===== src/rtl/word_byte_serializer.sv =====
// word_byte_serializer: buffers 16-bit words in a small FIFO and sends each
// one as two bytes on a valid/ready byte stream, MSB byte first.
module word_byte_serializer #(
    parameter int DEPTH = 4,
    localparam int AW = $clog2(DEPTH)
) (
    input  logic          clk,
    input  logic          rst,
    input  logic          in_valid,
    output logic          in_ready,
    input  logic [15:0]   in_data,
    output logic          out_valid,
    input  logic          out_ready,
    output logic [7:0]    out_byte,
    output logic          out_last,
    output logic [15:0]   words_sent,
    output logic [AW:0]   fifo_level
);

    typedef enum logic [1:0] {IDLE, HI, LO} state_t;

    localparam logic [AW:0] FULL_LEVEL = (AW + 1)'(DEPTH);

    state_t         state;
    state_t         state_next;
    logic [15:0]    word;
    logic [15:0]    mem [DEPTH];
    logic [AW-1:0]  wr_ptr;
    logic [AW-1:0]  rd_ptr;
    logic           push;
    logic           pop;
    logic           sent;

    // Fullness is judged on the registered level only, so a pop in the same
    // cycle never frees a slot early.
    assign in_ready = !rst && (fifo_level < FULL_LEVEL);
    assign push     = in_valid && in_ready;

    // Next state, FIFO pop request and byte outputs; outputs depend only on
    // the registered state and holding register.
    always_comb begin
        state_next = state;
        pop        = 1'b0;
        sent       = 1'b0;
        out_valid  = 1'b0;
        out_byte   = 8'h00;
        out_last   = 1'b0;
        case (state)
            IDLE: begin
                if (fifo_level != '0) begin
                    pop        = 1'b1;
                    state_next = HI;
                end
            end
            HI: begin
                out_valid = 1'b1;
                out_byte  = word[15:8];
                if (out_ready) begin
                    state_next = LO;
                end
            end
            LO: begin
                out_valid = 1'b1;
                out_byte  = word[7:0];
                out_last  = 1'b1;
                if (out_ready) begin
                    sent = 1'b1;
                    if (fifo_level != '0) begin
                        pop        = 1'b1;
                        state_next = HI;
                    end else begin
                        state_next = IDLE;
                    end
                end
            end
            default: state_next = IDLE;
        endcase
    end

    // FSM state register.
    always_ff @(posedge clk) begin
        if (rst) begin
            state <= IDLE;
        end else begin
            state <= state_next;
        end
    end

    // Holding register loaded from the FIFO head on every pop.
    always_ff @(posedge clk) begin
        if (rst) begin
            word <= 16'h0000;
        end else if (pop) begin
            word <= mem[rd_ptr];
        end
    end

    // FIFO storage; contents need no reset because the level gates reads.
    always_ff @(posedge clk) begin
        if (push) begin
            mem[wr_ptr] <= in_data;
        end
    end

    // FIFO pointers wrap naturally; the explicit level separates full/empty.
    always_ff @(posedge clk) begin
        if (rst) begin
            wr_ptr     <= '0;
            rd_ptr     <= '0;
            fifo_level <= '0;
        end else begin
            if (push) begin
                wr_ptr <= wr_ptr + 1'b1;
            end
            if (pop) begin
                rd_ptr <= rd_ptr + 1'b1;
            end
            case ({push, pop})
                2'b10:   fifo_level <= fifo_level + 1'b1;
                2'b01:   fifo_level <= fifo_level - 1'b1;
                default: fifo_level <= fifo_level;
            endcase
        end
    end

    // Count of words whose LSB byte has been taken by the sink.
    always_ff @(posedge clk) begin
        if (rst) begin
            words_sent <= 16'h0000;
        end else if (sent) begin
            words_sent <= words_sent + 16'h0001;
        end
    end

endmodule


===== config.mk =====
export PLATFORM = sky130hd
export DESIGN_NAME = word_byte_serializer
export DESIGN_NICKNAME = d
export VERILOG_FILES = /design/src/rtl/word_byte_serializer.sv
export SDC_FILE = /design/constraint.sdc
export NUM_CORES = 1
export LEC_CHECK = 0
export BUFFER_PORTS_ARGS = -buffer_cell sky130_fd_sc_hd__buf_4
export CORE_UTILIZATION = 40
export CTS_CLUSTER_SIZE = 25
export DETAILED_ROUTE_END_ITERATION = 7
export HOLD_SLACK_MARGIN = 0.15
export PLACE_DENSITY = 0.66
export SLEW_MARGIN = 20
export SYNTH_ARGS = -nofsm -noshare
export SYNTH_HDL_FRONTEND = slang
export SYNTH_SLANG_ARGS = --single-unit

===== constraint.sdc =====
create_clock -name clk -period 7.7 [get_ports clk]
set_clock_uncertainty 0.05 [all_clocks]
set_input_delay 1.54 -clock clk [delete_from_list [all_inputs] [get_ports clk]]
set_output_delay 1.54 -clock clk [all_outputs]
set_load 0.02 [all_outputs]

**Word level (Yosys, flattened, before mapping)**

Memory sizes are Yosys's and may differ from the RTL's. A register that Yosys moved wholly into a read port is not among the register bits.
Cells that the tools add are included.
W data, S select, Z words.

- Bits in registers: 25
- Bits in writable memories: 64
- Output and inout port bits: 30
- Logic and storage cells: 43
- Memories kept: 1

- Add/subtract/negate cells: 5
- Magnitude comparators: 1
- Equality and inequality tests: 7
- Mux-type cells: 16
- Reductions and logical operators: 8

Memories:

| name | words | bits a word | rd ports | clocked after memory_dff | wr ports | line | source |
|---|---|---|---|---|---|---|---|
| mem | 4 | 16 | 1 | 1 | 1 | 27 | `logic [15:0] mem [DEPTH];` |

Operators by type and width:

| cell | number |
|---|---|
| $add A16 B1 Y16 const B | 1 |
| $pmux W8 S2 | 1 |
| $mux W1 | 9 |
| $mux W2 | 3 |
| $ne A2 B2 Y1 const B | 3 |
| $pmux W2 S3 | 1 |
| $pmux W3 S2 | 1 |
| $add A2 B1 Y2 const B | 2 |
| $eq A2 B1 Y1 const B | 2 |
| $eq A2 B2 Y1 const B | 2 |
| $add A3 B1 Y3 const B | 1 |
| $lt A3 B3 Y1 const B | 1 |
| $reduce_and A3 Y1 | 1 |
| $reduce_bool A3 Y1 | 1 |
| $sub A3 B1 Y3 const B | 1 |
| $logic_and A1 B1 Y1 | 2 |
| $logic_not A2 Y1 | 1 |
| $pmux W1 S2 | 1 |
| $reduce_bool A2 Y1 | 1 |
| $reduce_or A2 Y1 | 1 |
| $logic_not A1 Y1 | 1 |

**Longest topological paths before layout**

- Word-level depth: 6
- Depth in mapped cells: 12
- Depth with buffers taken out: 11

**Least setup slack after synthesis**

No wires, ideal clock.

- Path kind: input port to output port
- Start point: input rst
- End point: output in_ready
- Data arrival time: 2.056 ns
- Required time: 6.110 ns
- Slack: 4.054 ns
- Stages on the path: 2
- Buffers on the path: 1
- Path through: clkbuf_1 > nor2_1

- Longest elaborated chain between the ends: 2

RTL lines:

| element | line | source |
|---|---|---|
| start: declaration | 8 | `input logic rst,` |
| $logic_not A1 Y1 | 36 | `assign in_ready = !rst && (fifo_level < FULL_LEVEL);` |
| $logic_and A1 B1 Y1 | 36 |  |
| end: declaration | 10 | `output logic in_ready,` |

Every way passes these cells.

**Worst setup path in the final report**

Same ends and word-level chain as after synthesis.

==> metrics.txt <==
Synth Warn # 0; Root Buffer clkbuf_8; Area Growth Syn to Fin 15.26%; initial antenna violation count 0; worst-margin pin slew 965.4 ps; Post-synth EDFFs 64; final estimated routing congestion in global placement a little over 0.7; relative slew slack 35.64%; hpwl dp 5.130 mm; Top FF cell, synth edfxtp_1; largest net degree at the start of global routing 43; CP max FO 42; Seq cells post-synth 105; FMAX 258.3 MHz; WS Path Type in -> out; overall routing resource usage between 15 and 20%; Final Hold Vio Count 0; R2R cell count 11; Tcrit/Tclk final 50.28%; CTS Buf Count 9; FF-to-FF End fifo_level[2]$_SDFFE_PP0P_; Final #Nets 396; Netlist Area Pre-Place 4295 µm²; Synth Area per Inst 13.55 µm²; Layout Utilization 47.74%; Critical Path RT 6110 ps; post-route DRC violation count 0; Crit. End Element output port; P_leak roughly 1.7 nW; Initial Utilization 41.42%; most numerous cell in the Yosys netlist edfxtp_1; RSZ-0062 raised after global routing no; fraction of layout cells with a size suffix above 1 24.12%; clock slew at reported path FFs 100 ps; vias between 2000 and 3000; clock buffer depth 2; die width 105.6 µm; PostCTS Resize Cnt 0; Antenna Cells 0; Critical Path Start rst; worst reg-to-reg setup slack around 4400 ps; CTS tree done; Max Cap Viol 0; DR WL/cell 15.70 µm; Post-CTS Setup Repair Bufs 0; Top Ports 50; first-pass GRT wire length approximately 13 mm; post-synth top area cell edfxtp_1; Final Critical Period 3871 ps; IO buf count 49; pwr/cell area 276.5 nW/µm²; Setup crit end in_ready; CP Launch Type input port; Core Region 10370 µm²; syn nets 349; crit path DAT 2280 ps; setup TNS 0 ps; Yosys top cell area share 44.74%; vias per inst 5.075; CTS Sinks 105; global route total overflow 0; most frequent cells after synthesis edfxtp_1 (64), dfxtp_1 (41), nand2_1 (38); Yosys cell types 42; Cells after Synth 317; vias in the first global route 2495; worst-skew pair later-pin latency 370 ps; final setup vio count 0; Routed WL 7.929 mm; # rows 37; Seq/Total Area, Yosys 63.85%; DR pass1 iterations 4; CTS Hold Buffers Added 0; htree depth 3; outcome finished clean; Worst Hold Class reg -> reg; asr flop ratio synth 0%; Die Ht roughly 110 µm; fin. max-slew vios 0; die area ~11000 µm²; Worst VDD drop 0.1226 mV; DRT iter0 DRCs 172; reg2reg start state[0]$_SDFFE_PP0P_; largest cells by area after synthesis edfxtp_1 (45%), dfxtp_1 (19%), mux4_2 (8.4%); remaining antenna violation count 0
==> critical path, cell delays in order <==
cell and delay, ps:
buf_4 370, nor2_1 170, buf_4 200
==> cells by family after synthesis <==
| family | synth area share (%) |
|---|---|
| AOI/OAI and AO/OA | 6.146 |
| xor gates and xnor gates | 3.059 |
| adders and majority gates | 3.670 |
| buffers and inverters | 2.651 |
| DFF | 63.85 |
| muxes | 8.855 |
| and+or+nand+nor | 11.77 |
==> flip-flops by register name, summed over array words and instances (netlist names) <==
signal / cells
fifo_level: 3
mem: 64
rd_ptr: 2
state: 2
word: 16
words_sent: 16
wr_ptr: 2
==> stage by stage <==
stage	hold slack, ps	power [W]	area [µm²]	std cells	setup WS [ps]
2_1_floorplan	386.0	0.0009746	4295	317	4054
3_3_place_gp	393.4	0.001048	4761	489	3843
4_1_cts	412.2	0.001385	4951	505	3834
5_1_grt	424.0	0.001443	4951	505	3789
3_5_place_dp	397.6	0.001059	4761	489	3758
6_report	412.0	0.001369	4951	505	3829
==> where the power goes <==
group / internal [W] / switching [W]
Clock: 0.000126 / 0.000200
Sequential: 0.000665 / 0.0000445
Combinational: 0.000145 / 0.000188
==> area by class of cell <==
cell class	instances	area (µm²)
inverter	9	33.78
tap	136	170.2
timing repair buffer	50	375.4
clock inverter	7	66.31
multi-input combinational	189	1439
sequential	105	2743
clock buffer	9	123.9
fill	936	5419
==> worst min-delay path by stage <==
stage | startpoint | to | slack (ps) | cells past startpoint
after floorplan | word[0]$_SDFFE_PP0P_ | word[0]$_SDFFE_PP0P_ | 390 | 2
after global placement | word[3]$_SDFFE_PP0P_ | word[3]$_SDFFE_PP0P_ | 390 | 2
after detailed placement | word[7]$_SDFFE_PP0P_ | word[7]$_SDFFE_PP0P_ | 400 | 2
after CTS | word[4]$_SDFFE_PP0P_ | word[4]$_SDFFE_PP0P_ | 410 | 2
after global routing | word[3]$_SDFFE_PP0P_ | word[3]$_SDFFE_PP0P_ | 420 | 2
final | word[3]$_SDFFE_PP0P_ | word[3]$_SDFFE_PP0P_ | 410 | 2
==> metal layers <==
| layer | up-vias | GRT usage, % | share of wire (%) |
|---|---|---|---|
| met5 | - | 0 | 0 |
| met4 | 0 | 4.762 | 1.1 |
| met3 | 10 | 3.834 | 3.6 |
| met2 | 59 | 25.66 | 49 |
| met1 | 1247 | 19.17 | 46 |
| li1 | 1247 | - | - |
==> cells in the final DEF, fill, tap and decap left out, types with 2 or more instances in the layout <==
cell type  instances
a22oi_1            8
ha_1              11
nand3_1            4
mux2i_1            2
a21oi_1           25
nand4_1            3
and2_1             3
nor2_1            20
nor2b_1            8
clkbuf_8           9
inv_6              4
buf_4             50
dfxtp_1           41
and3_1             4
nor3_1             3
xor2_1             8
mux4_2            16
and4_1             2
edfxtp_1          64
o21ai_0            5
or3_1              5
nand2_1           38
inv_1              8
o31ai_1            2
xnor2_1            7
Power figures use the tool's default switching activity.
